## src/rtl/seg_scan_drv.sv

```systemverilog
// Multiplexed common-anode seven-segment scan driver with frame-coherent snapshot.
// Optional leading-zero blanking is enabled by defining SEG_LZB_EN.
module seg_scan_drv #(
    parameter int unsigned NUM_DIGITS   = 4,
    parameter int unsigned REFRESH_DIV  = 100000,
    parameter int unsigned BLANK_CYCLES = 1000
) (
    input  logic                    clk,
    input  logic                    rst,
    input  logic                    en,
    input  logic [4*NUM_DIGITS-1:0] value,
    input  logic [NUM_DIGITS-1:0]   dp,
    output logic [NUM_DIGITS-1:0]   an,
    output logic [6:0]              seg,
    output logic                    dp_n,
    output logic                    frame_done
);

    localparam int unsigned CNT_W = (REFRESH_DIV > 1) ? $clog2(REFRESH_DIV) : 1;
    localparam int unsigned IDX_W = (NUM_DIGITS > 1) ? $clog2(NUM_DIGITS) : 1;
    localparam int unsigned VAL_W = 4 * NUM_DIGITS;
    localparam logic [CNT_W-1:0] CNT_LAST = CNT_W'(REFRESH_DIV - 1);
    localparam logic [IDX_W-1:0] IDX_LAST = IDX_W'(NUM_DIGITS - 1);

    typedef enum logic {
        ST_BLANK = 1'b0,
        ST_DRIVE = 1'b1
    } state_t;

    localparam state_t ST_INIT = (BLANK_CYCLES > 0) ? ST_BLANK : ST_DRIVE;

    state_t                  state, state_d;
    logic [CNT_W-1:0]        cnt, cnt_d;
    logic [IDX_W-1:0]        idx, idx_d;
    logic [VAL_W-1:0]        snap_value, snap_value_d;
    logic [NUM_DIGITS-1:0]   snap_dp, snap_dp_d;
    logic [NUM_DIGITS-1:0]   an_d;
    logic [6:0]              seg_d;
    logic                    dp_n_d;
    logic                    frame_done_d;
    logic [3:0]              digit;
    logic                    digit_dp;
    logic                    lit;
`ifdef SEG_LZB_EN
    logic                    lz_run;
    logic                    lz_sel;
`endif

    function automatic logic [6:0] hex7(input logic [3:0] h);
        logic [6:0] s;
        case (h)
            4'h0: s = 7'h40;
            4'h1: s = 7'h79;
            4'h2: s = 7'h24;
            4'h3: s = 7'h30;
            4'h4: s = 7'h19;
            4'h5: s = 7'h12;
            4'h6: s = 7'h02;
            4'h7: s = 7'h78;
            4'h8: s = 7'h00;
            4'h9: s = 7'h10;
            4'hA: s = 7'h08;
            4'hB: s = 7'h03;
            4'hC: s = 7'h46;
            4'hD: s = 7'h21;
            4'hE: s = 7'h06;
            default: s = 7'h0E;
        endcase
        return s;
    endfunction

    // Scan sequencing, snapshot capture and registered output decode.
    always_comb begin
        cnt_d        = cnt;
        idx_d        = idx;
        snap_value_d = snap_value;
        snap_dp_d    = snap_dp;
        frame_done_d = 1'b0;
        digit        = 4'h0;
        digit_dp     = 1'b0;
        an_d         = '1;

        if (cnt == CNT_LAST) begin
            cnt_d = '0;
            if (idx == IDX_LAST) begin
                idx_d        = '0;
                snap_value_d = value;
                snap_dp_d    = dp;
                frame_done_d = 1'b1;
            end else begin
                idx_d = idx + 1'b1;
            end
        end else begin
            cnt_d = cnt + 1'b1;
        end

        state_d = (32'(cnt_d) < BLANK_CYCLES) ? ST_BLANK : ST_DRIVE;

        for (int i = 0; i < NUM_DIGITS; i++) begin
            if (idx == IDX_W'(i)) begin
                digit    = snap_value[4*i +: 4];
                digit_dp = snap_dp[i];
            end
        end

        seg_d  = hex7(digit);
        dp_n_d = ~digit_dp;
        lit    = (state == ST_DRIVE) && en;

`ifdef SEG_LZB_EN
        // A digit is a leading zero when it and all higher digits are zero.
        lz_run = 1'b1;
        lz_sel = 1'b0;
        for (int i = NUM_DIGITS - 1; i >= 0; i--) begin
            if (snap_value[4*i +: 4] != 4'h0) lz_run = 1'b0;
            if (idx == IDX_W'(i)) lz_sel = lz_run;
        end
        if (lz_sel && !digit_dp && (idx != '0)) lit = 1'b0;
`endif

        for (int i = 0; i < NUM_DIGITS; i++) begin
            if (lit && (idx == IDX_W'(i))) an_d[i] = 1'b0;
        end
    end

    always_ff @(posedge clk or posedge rst) begin
        if (rst) begin
            state      <= ST_INIT;
            cnt        <= '0;
            idx        <= '0;
            snap_value <= '0;
            snap_dp    <= '0;
            an         <= '1;
            seg        <= 7'h7F;
            dp_n       <= 1'b1;
            frame_done <= 1'b0;
        end else begin
            state      <= state_d;
            cnt        <= cnt_d;
            idx        <= idx_d;
            snap_value <= snap_value_d;
            snap_dp    <= snap_dp_d;
            an         <= an_d;
            seg        <= seg_d;
            dp_n       <= dp_n_d;
            frame_done <= frame_done_d;
        end
    end

endmodule

```

## config.mk

```make
export PLATFORM = sky130hd
export DESIGN_NAME = seg_scan_drv
export DESIGN_NICKNAME = d
export VERILOG_FILES = /design/src/rtl/seg_scan_drv.sv
export SDC_FILE = /design/constraint.sdc
export NUM_CORES = 1
export LEC_CHECK = 0
export ABC_AREA = 1
export CORE_MARGIN = 4
export CORE_UTILIZATION = 50
export CTS_CLUSTER_SIZE = 24
export DETAILED_ROUTE_END_ITERATION = 8
export PLACE_DENSITY = 0.82
export SYNTH_ARGS = -nofsm -noshare
export SYNTH_HDL_FRONTEND = slang
export SYNTH_SLANG_ARGS = --single-unit
```

## constraint.sdc

```tcl
create_clock -name clk -period 5.3 [get_ports clk]
set_clock_uncertainty 0.2 [all_clocks]
set_input_delay 0.795 -clock clk [delete_from_list [all_inputs] [get_ports clk]]
set_output_delay 0.795 -clock clk [all_outputs]
set_load 0.02 [all_outputs]
```

==> results of run 1 <==
-- synth_stat cells, types with 2 or more instances --
master	n	area [sq um]
nor2_4	2	22.5
buf_4	2	15.0
ha_1	11	138
nand3_1	29	145
dfstp_2	12	315
o21bai_1	2	15.0
nand2_2	5	31.3
a21oi_1	6	30.0
nand4_1	10	62.6
nor3_1	2	10.0
o21ai_0	16	80.1
dfrtp_1	41	1030
nor2_1	37	139
inv_2	5	18.8
inv_1	46	173
nand2_1	136	510
-- cell type report --
cell class | count | area share
Clock buffer | 5 | 0.0207
Sequential cell | 53 | 0.403
Timing Repair Buffer | 35 | 0.105
Tap cell | 72 | 0.0271
Multi-Input combinational cell | 264 | 0.378
Clock inverter | 3 | 0.00639
Inverter | 52 | 0.0594
-- metal layers --
layer	part of all wire	vias up	global-route usage
met2	0.45	70	0.283
met4	0.016	0	0.0505
met3	0.051	10	0.0367
met5	0	-	0
li1	-	1236	-
met1	0.48	1089	0.225
-- worst register-to-register path, cell delays in order, from the launching register on --
cell and delay (ns):
dfrtp_1 0.41, ha_1 0.34, inv_1 0.23, o21ai_0 0.59
inv_1 0.18, ha_1 0.28, nand2_1 0.12, o21ai_0 0.09
nand2_1 0.06, nand2_1 0.05
-- worst paths after layout --
check,startpoint,to,slack (ns),cells after the start
max,idx[0]$_DFFE_PP0N_,seg[3]$_DFF_PP1_,2.69,9
min,snap_dp[3]$_DFFE_PP0P_,dp_n$_DFF_PP1_,0.23,1
max reg2reg,idx[0]$_DFFE_PP0N_,seg[3]$_DFF_PP1_,2.69,9
min reg2reg,snap_dp[3]$_DFFE_PP0P_,dp_n$_DFF_PP1_,0.23,1
max in group asynchronous,rst,state$_DFF_PP0_,3.40,2
min in group asynchronous,rst,snap_value[14]$_DFFE_PP0P_,0.86,2
-- logic make-up after synthesis --
kind of cell,count (synthesis),share of synthesized area
compound gates,28,0.0547
xor+xnor,1,0.00309
fa+ha+maj,11,0.0485
buf+inv,57,0.0825
flops,53,0.473
simple gates,224,0.338
-- sequential cells by signal (all words and copies together), names as in the netlist --
| signal | count |
|---|---|
| idx | 2 |
| dp_n | 1 |
| frame_done | 1 |
| snap_value | 16 |
| state | 1 |
| seg | 7 |
| an | 4 |
| snap_dp | 4 |
| cnt | 17 |
-- metrics by stage --
stage               setup WS (ns)  instance area, sq um
floorplan                    3.04                  2840
global placement             2.92                  3240
detailed placement           2.75                  3240
CTS                          2.73                  3330
global route                 2.50                  3330
finish                       2.69                  3330
-- power by group --
group          total [uW]  switching, uW  leakage (uW)  internal, uW
sequential            405              0      0.000579           405
combinational        23.5           9.49       0.00103          14.0
clock                 225            131     0.0000445          93.9
total                 653            141       0.00165           512
==> impl_results.md, run 1 <==
- Crit start category: flip-flop
- TritonCTS clock tree: yes
- # setup viols final: 0
- Seq cells post-synth: 53
- IO buf count: 35
- Wire per inst: about 12 um
- IO Count: 36
- First DRT Iteration DRCs: 191
- DP Cell Count: 476
- Final Wtd Congestion: ~0.88
- Final hold violations: 0
- Post-synthesis cell area: about 2800 sq um
- Crit path cell chain: ha_1, inv_1, o21ai_0, inv_1, ha_1, nand2_1, o21ai_0, nand2_1, nand2_1
- Fin Setup TNS: 0 ns
- CTS H-tree depth: 2
- Post-route core utilization: 0.605
- Req. time, crit path: between 5 and 6 ns
- TritonRoute pass-1 iters: 4
- Outcome: finished clean
- Die Ht: about 83 um
- Fin nets: between 400 and 500
- Initial antenna violation count: 0
- Clock root cell: clkbuf_8
- Syn Inst Count: ~370
- Syn nets: approximately 400
- Top FF cell, synth: dfrtp_1
- Family with the most delay on the worst path: compound AO/OA/AOI/OAI gates
- Design Power: approximately 650 uW
- Inserted Clock Buffers: 5
- WP data arrival: around 2.7 ns
- Multi-input logic area: between 1000 and 1500 sq um
- # rows: 27
- Fin Hold WS: between 0.2 and 0.25 ns
- Total number of vias: 2,405
- Vias in the first global route: 2,225
- Number of antenna repair diodes: 0
- RSZ-0062 raised after global routing: no
- WP buf/inv: 2
- FILL cells: 480
- Post-Route WL: 5.70 mm
- Slowest-stage cell, CP: o21ai_0
- DIE AREA: slightly below 7000 sq um
- Register area share after synthesis: 0.473
- Core area: approximately 5500 sq um
- Slew HR: 0.308
- Worst-margin pin slew: 1.04 ns
- Cts hold-fix bufs: 0
- Clk buf depth: 2
- Storage element area: roughly 1300 sq um
- Post-synth EDFFs: 0
- All-Layer GR Usage: 0.171
- Post-DR vias/cell: 4.97
- Synth async-reset ratio: 1.00
- Synth warn: 0
- Largest net degree at the start of global routing: 54
- Post-cts resize count: 0
- # Post-CTS Setup Buffers: 0
- Synth cell types: 28
- Leakage: roughly 0.0017 uW
- Final Non-Filler Cells: about 480
- Max Slew Vio Count: 0
- CP peak stage delay: between 0.5 and 0.6 ns
- Gr ovfl total: 0
- Layout cells sized above 1: 0.0922
- Hold Crit Class: flip-flop to flip-flop
- Max-Cap Viols: 0
- Fin crit share: 0.492
- Area Growth Syn to Fin: 17.4%
- Most common cell after layout, fill and taps aside: nand2_1
- CP Capture Type: flip-flop
- Post-route ant nets: 0
- Critical path's most frequent cell: nand2_1
- PD cells: about 200 nW/um^2
- Tmin final: between 2 and 3 ns
- Global-route wire length before repair: ~9.8 mm
- Die span in x: about 83 um
- CTS clock-pin slew for the worst setup and hold paths: approximately 0.09 ns
- Most frequent cells in the layout: nand2_1, inv_1, dfrtp_1, nor2_1, clkdlybuf4s50_1
- Clock tree sinks: 53
- Peak VDD IR: approximately 0.11 mV
- Fmax: ~0.38 GHz
- Post-route DRC: 0
- Worst Setup Path Type: flip-flop to flip-flop
- Syn avg cell area: between 7 and 8 sq um
- Skew-Pair Late Insertion Delay: around 0.30 ns
- Initial core utilization: 0.515
- Detail Placement HPWL: 4.40 mm
- CP max FO: 8
Power figures use the tool's default switching activity.
==> inputs of run 2 (changes only) <==
PLACE_DENSITY = 0.85   (was 0.82)
clock period = 2.2 ns   (was 5.3 ns; I/O delays follow)
==> impl_results.md, run 2 (synthesis gave the netlist of run 1 again) <==
- Outcome: finished clean
- Post-route DRC: 0
- FILL cells: 453
- Leakage: between 0.0015 and 0.002 uW
- Final worst-path setup slack: approximately 0.15 ns
- Total number of vias: approximately 2,500
- Fmax: around 0.49 GHz
- Area Growth Syn to Fin: 23.3%
- Post-Route WL: between 6 and 7 mm
- Initial antenna violation count: 0
- IO Count: 36
- Global-route wire length before repair: 10.8 mm
- Max reg flops: 17
- Fin crit share: 0.933
- Most common cell after layout, fill and taps aside: nand2_1
- Core area: roughly 5500 sq um
- Tmin final: 2.05 ns
- Skew-Pair Late Insertion Delay: ~0.3 ns
- Most frequent cells in the layout: nand2_1, inv_1, dfrtp_1, nor2_1, clkdlybuf4s50_1
- Vias in the first global route: 2,415
- Final hold violations: 0
- DIE AREA: just under 7000 sq um
- # setup viols final: 0
- Met3 usage in global routing: 0.0337
- PD cells: between 400 and 500 nW/um^2
- IO buf count: 35
- Biggest regs: cnt (17), snap_value (16), seg (7)
- Storage element area: ~1300 sq um
- Layout cells sized above 1: 0.139
- Clock tree sinks: between 50 and 60
- Post-route cell area: 3500 sq um
- Initial core utilization: 0.515
- RSZ-0062 raised after global routing: no
- CP max FO: 9
- Global routing's busiest layer: met2
- Worst Setup Path Type: flip-flop to flip-flop
- Req. time, crit path: roughly 2.3 ns
- All-Layer GR Usage: 0.186
- Number of antenna repair diodes: 0
- Max-Cap Viols: 0
- # rows: 27
- Cts hold-fix bufs: 0
- Met2 Track Usage GR: 0.316
- Clock root cell: clkbuf_8
- Die span in x: around 83 um
- CP Capture Type: flip-flop
- Worst-margin pin slew: a little under 0.5 ns
- Detail Placement HPWL: ~4.8 mm
- TritonCTS clock tree: yes
- Post-route core utilization: 0.635
- Slew HR: 0.670
- Hold Crit Class: input pin to asynchronous set/reset pin
- WP data arrival: 2.10 ns
- Crit start category: flip-flop
- Multi-input logic area: roughly 1300 sq um
- Largest net degree at the start of global routing: 32
- Pre-CTS setup slack: -0.118 ns
- Fin nets: about 460
- TritonRoute pass-1 iters: 5
- Post-DR vias/cell: a little over 5
- Biggest register: cnt
- Gr ovfl total: 0
- Die Ht: ~83 um
- Post-route ant nets: 0
- Placed cell area: 3330 sq um
- Wire per inst: approximately 12 um
- Clk buf depth: 2
- Peak VDD IR: about 0.37 mV
- Global routing met1 resource utilization: 0.240
- CTS clock-pin slew for the worst setup and hold paths: approximately 0.10 ns
- Max Slew Vio Count: 0
- CTS H-tree depth: 2
- Inserted Clock Buffers: 5
- Fin Hold WS: around 0.17 ns
- Final Wtd Congestion: 0.946
- First DRT Iteration DRCs: ~220
run 2: cell count changes in the layout (fill, tap and decap cells not counted), moves of 3 or more:
| cell | change |
|---|---|
| o21ai_1 | +3 |
| ha_2 | +4 |
| inv_2 | +3 |
| inv_1 | -3 |
| buf_4 | +10 |
| o21ai_0 | -5 |
| ha_1 | -5 |
run 2: power breakdown:
part           total (uW)  internal [uW]  switching, uW
combinational        61.9           37.4           24.5
sequential            975            975              0
clock                 653            342            311
total                1690           1350            335
run 2: worst paths after layout:
check / startpoint / cells past startpoint / slack [ns] / to
setup reg to reg: idx[1]$_DFFE_PP0N_ / 13 / 0.15 / seg[3]$_DFF_PP1_
min in group clk: snap_dp[3]$_DFFE_PP0P_ / 1 / 0.23 / dp_n$_DFF_PP1_
max in group asynchronous: rst / 3 / 1.11 / idx[0]$_DFFE_PP0N_
setup / recovery: idx[1]$_DFFE_PP0N_ / 13 / 0.15 / seg[3]$_DFF_PP1_
hold reg to reg: snap_dp[3]$_DFFE_PP0P_ / 1 / 0.23 / dp_n$_DFF_PP1_
hold / removal: rst / 2 / 0.17 / snap_value[14]$_DFFE_PP0P_
run 2: final cells by class:
cell class / count / share of cell area
clock buffers: 6 / 0.0208
well taps: 72 / 0.0258
flip-flops and latches: 53 / 0.384
multi-input cells: 264 / 0.369
repair buffers: 47 / 0.133
clock inverters: 2 / 0.0111
inverters: 52 / 0.0565
run 2: critical path, cell delays in order, from the launching register on:
cell and delay [ns]:
dfrtp_1 0.40, inv_2 0.08, ha_2 0.18, inv_2 0.07, nand2_1 0.06, o21ai_0 0.07, o21ai_1 0.18, o21ai_2 0.13
buf_4 0.16, ha_4 0.16, nand2_1 0.11, o21ai_1 0.08, nand2_1 0.06, nand2_1 0.05
run 2: stage by stage:
| step | power, uW | std cells | setup TNS, ns |
|---|---|---|---|
| after global routing | 1740 | 496 | 0 |
| after CTS | 1690 | 494 | 0 |
| after detailed placement | 1060 | 485 | -0.348 |
| final | 1690 | 496 | 0 |
| after floorplan | 1010 | 374 | 0 |
| after global placement | 1060 | 485 | 0 |
run 2: repair_timing:
item	CTS	global route
buffers inserted	1	2
endpoints found under the setup margin	6	7
pin swaps	0	3
resized for setup	5	11
run 2: metal layers:
metal	share of wire	routed length, um	vias to the layer above
li1	-	-	1264
met1	0.45	2780	1188
met2	0.48	2970	87
met3	0.055	337	10
met4	0.013	80	0
met5	0	0	-
==> inputs of run 3 (changes only) <==
GPL_ROUTABILITY_DRIVEN = 0   (was not set)
==> impl_results.md, run 3 (synthesis gave the netlist of run 1 again) <==
- CTS H-tree depth: 2
- DIE AREA: ~6900 sq um
- PD cells: between 400 and 500 nW/um^2
- Final hold violations: 0
- Die Ht: approximately 83 um
- Slew HR: 0.733
- Max-Cap Viols: 0
- Total number of vias: 2,555
- Skew-Pair Late Insertion Delay: around 0.3 ns
- Fmax: 0.459 GHz
- Final worst-path setup slack: 0.0218 ns
- Worst-margin pin slew: 0.399 ns
- Clock tree sinks: 53
- Internal power: 1240 uW
- CTS clock-pin slew for the worst setup and hold paths: approximately 0.10 ns
- Fin Hold WS: about 0.18 ns
- Die span in x: approximately 83 um
- Critical path capture point: seg[3]$_DFF_PP1_
- Req. time, crit path: ~2.3 ns
- Crit start category: flip-flop
- Reg2Reg Depth: 11
- Vias in the first global route: about 2,400
- TritonRoute pass-1 iters: 4
- Tmin final: approximately 2.2 ns
- FILL cells: roughly 440
- Inserted Clock Buffers: 5
- Max Slew Vio Count: 0
- Gr ovfl total: 0
- IO Count: 36
- Worst Setup Path Type: flip-flop to flip-flop
- Initial antenna violation count: 0
- Post-route core utilization: 0.644
- Leakage: around 0.0017 uW
- Post-Route WL: around 6.4 mm
- Worst r2r dst: seg[3]$_DFF_PP1_
- Biggest register: cnt
- Clk buf depth: 2
- Post-route ant nets: 0
- Clock root cell: clkbuf_8
- Clock power frac: 0.346
- IO buf count: 35
- All-Layer GR Usage: 0.181
- Most frequent cells in the layout: nand2_1, inv_1, dfrtp_1, nor2_1, clkdlybuf4s50_1
- Wire per inst: between 10 and 15 um
- Number of antenna repair diodes: 0
- Biggest regs: cnt (17), snap_value (16), seg (7)
- Sw power: 347 uW
- CP max FO: 9
- Post-route DRC: 0
- Most common cell after layout, fill and taps aside: nand2_1
- CP startpoint: idx[1]$_DFFE_PP0N_
- Design Power: ~1600 uW
- Reg2Reg Setup Slack: around 0.022 ns
- # setup viols final: 0
- Fin crit share: 0.990
- Pre-CTS setup slack: -0.163 ns
- Peak VDD IR: between 0.3 and 0.4 mV
- Max reg flops: 17
- Core area: roughly 5500 sq um
- Largest net degree at the start of global routing: 54
- Global-route wire length before repair: 10.4 mm
- First DRT Iteration DRCs: around 190
- WP data arrival: roughly 2.2 ns
- Logic gate share of total power: 0.039
- # rows: 27
- Worst r2r src: idx[1]$_DFFE_PP0N_
- Detail Placement HPWL: between 4 and 5 mm
- TritonCTS clock tree: yes
- Layout cells sized above 1: 0.168
- Sequential share of power: 0.615
- Fin nets: approximately 460
- Area Growth Syn to Fin: 25.0%
- Hold Crit Class: input pin to asynchronous set/reset pin
- Switching share of total power: 0.219
- CP Capture Type: flip-flop
- Fin Setup TNS: 0 ns
- Post-DR vias/cell: a little over 5
- Initial core utilization: 0.515
- Outcome: finished clean
==> run 3: changes by cell type in the layout (fill, tap and decap cells not counted), moves of 2 or more <==
cell     before  now
a21oi_1       6    4
a21oi_2       0    2
ha_1          6    4
nand2_1     136  133
buf_4        10   14
nand2_2       5    8
==> run 3: layer usage <==
layer | up-vias | GRT usage | part of all wire
met3 | 10 | 0.0407 | 0.044
met1 | 1206 | 0.235 | 0.44
met4 | 0 | 0.0461 | 0.017
li1 | 1270 | - | -
met5 | - | 0 | 0
met2 | 69 | 0.305 | 0.50
==> run 3: worst min-delay path by stage <==
stage | from | endpoint | slack, ns | cells past startpoint
after floorplan | snap_dp[3]$_DFFE_PP0P_ | dp_n$_DFF_PP1_ | 0.19 | 1
after global placement | snap_dp[3]$_DFFE_PP0P_ | dp_n$_DFF_PP1_ | 0.23 | 1
after detailed placement | snap_dp[3]$_DFFE_PP0P_ | dp_n$_DFF_PP1_ | 0.23 | 1
after CTS | rst | snap_value[15]$_DFFE_PP0P_ | 0.20 | 3
after global routing | rst | snap_value[7]$_DFFE_PP0P_ | 0.23 | 3
final | rst | cnt[2]$_DFF_PP0_ | 0.18 | 3
==> run 3: per-stage QoR <==
stage	instances	instance area, sq um
6_report	500	3540
5_1_grt	500	3540
3_5_place_dp	485	3330
4_1_cts	496	3450
3_3_place_gp	485	3330
2_1_floorplan	374	2840
==> run 3: layout make-up <==
cell class	count	area (sq um)	share of cell area
clock buffer	5	68.8	0.0194
sequential	53	1340	0.378
tap	72	90.1	0.0254
timing repair buffer	51	495	0.140
multi-input combinational	264	1330	0.375
clock inverter	3	21.3	0.00600
inverter	52	200	0.0565
==> run 3: repair_timing <==
item                                    4_1_cts  5_1_grt
pin swaps                                     0        6
hold buffers                                  0        0
setup buffers                                 3        4
gates resized for setup                       5       21
endpoints found under the setup margin        7        7
==> run 3: power by group through the flow <==
stage | registers (uW) | logic (uW) | clock network [uW]
after global routing | 975 | 69.1 | 613
final | 975 | 62.3 | 549
after CTS | 975 | 64.0 | 557
after global placement | 993 | 62.5 | 0
after detailed placement | 993 | 63.7 | 0
after floorplan | 993 | 14.1 | 0
==> run 3: worst max-delay path: stages (launching register included) <==
cell and delay (ns):
dfrtp_1 0.42, inv_2 0.10, ha_2 0.21, inv_4 0.06, o21ai_1 0.14, o21ai_1 0.12
o21ai_2 0.18, ha_2 0.31, nand2_1 0.11, o21ai_1 0.09, nand2_1 0.09, nand2_1 0.09
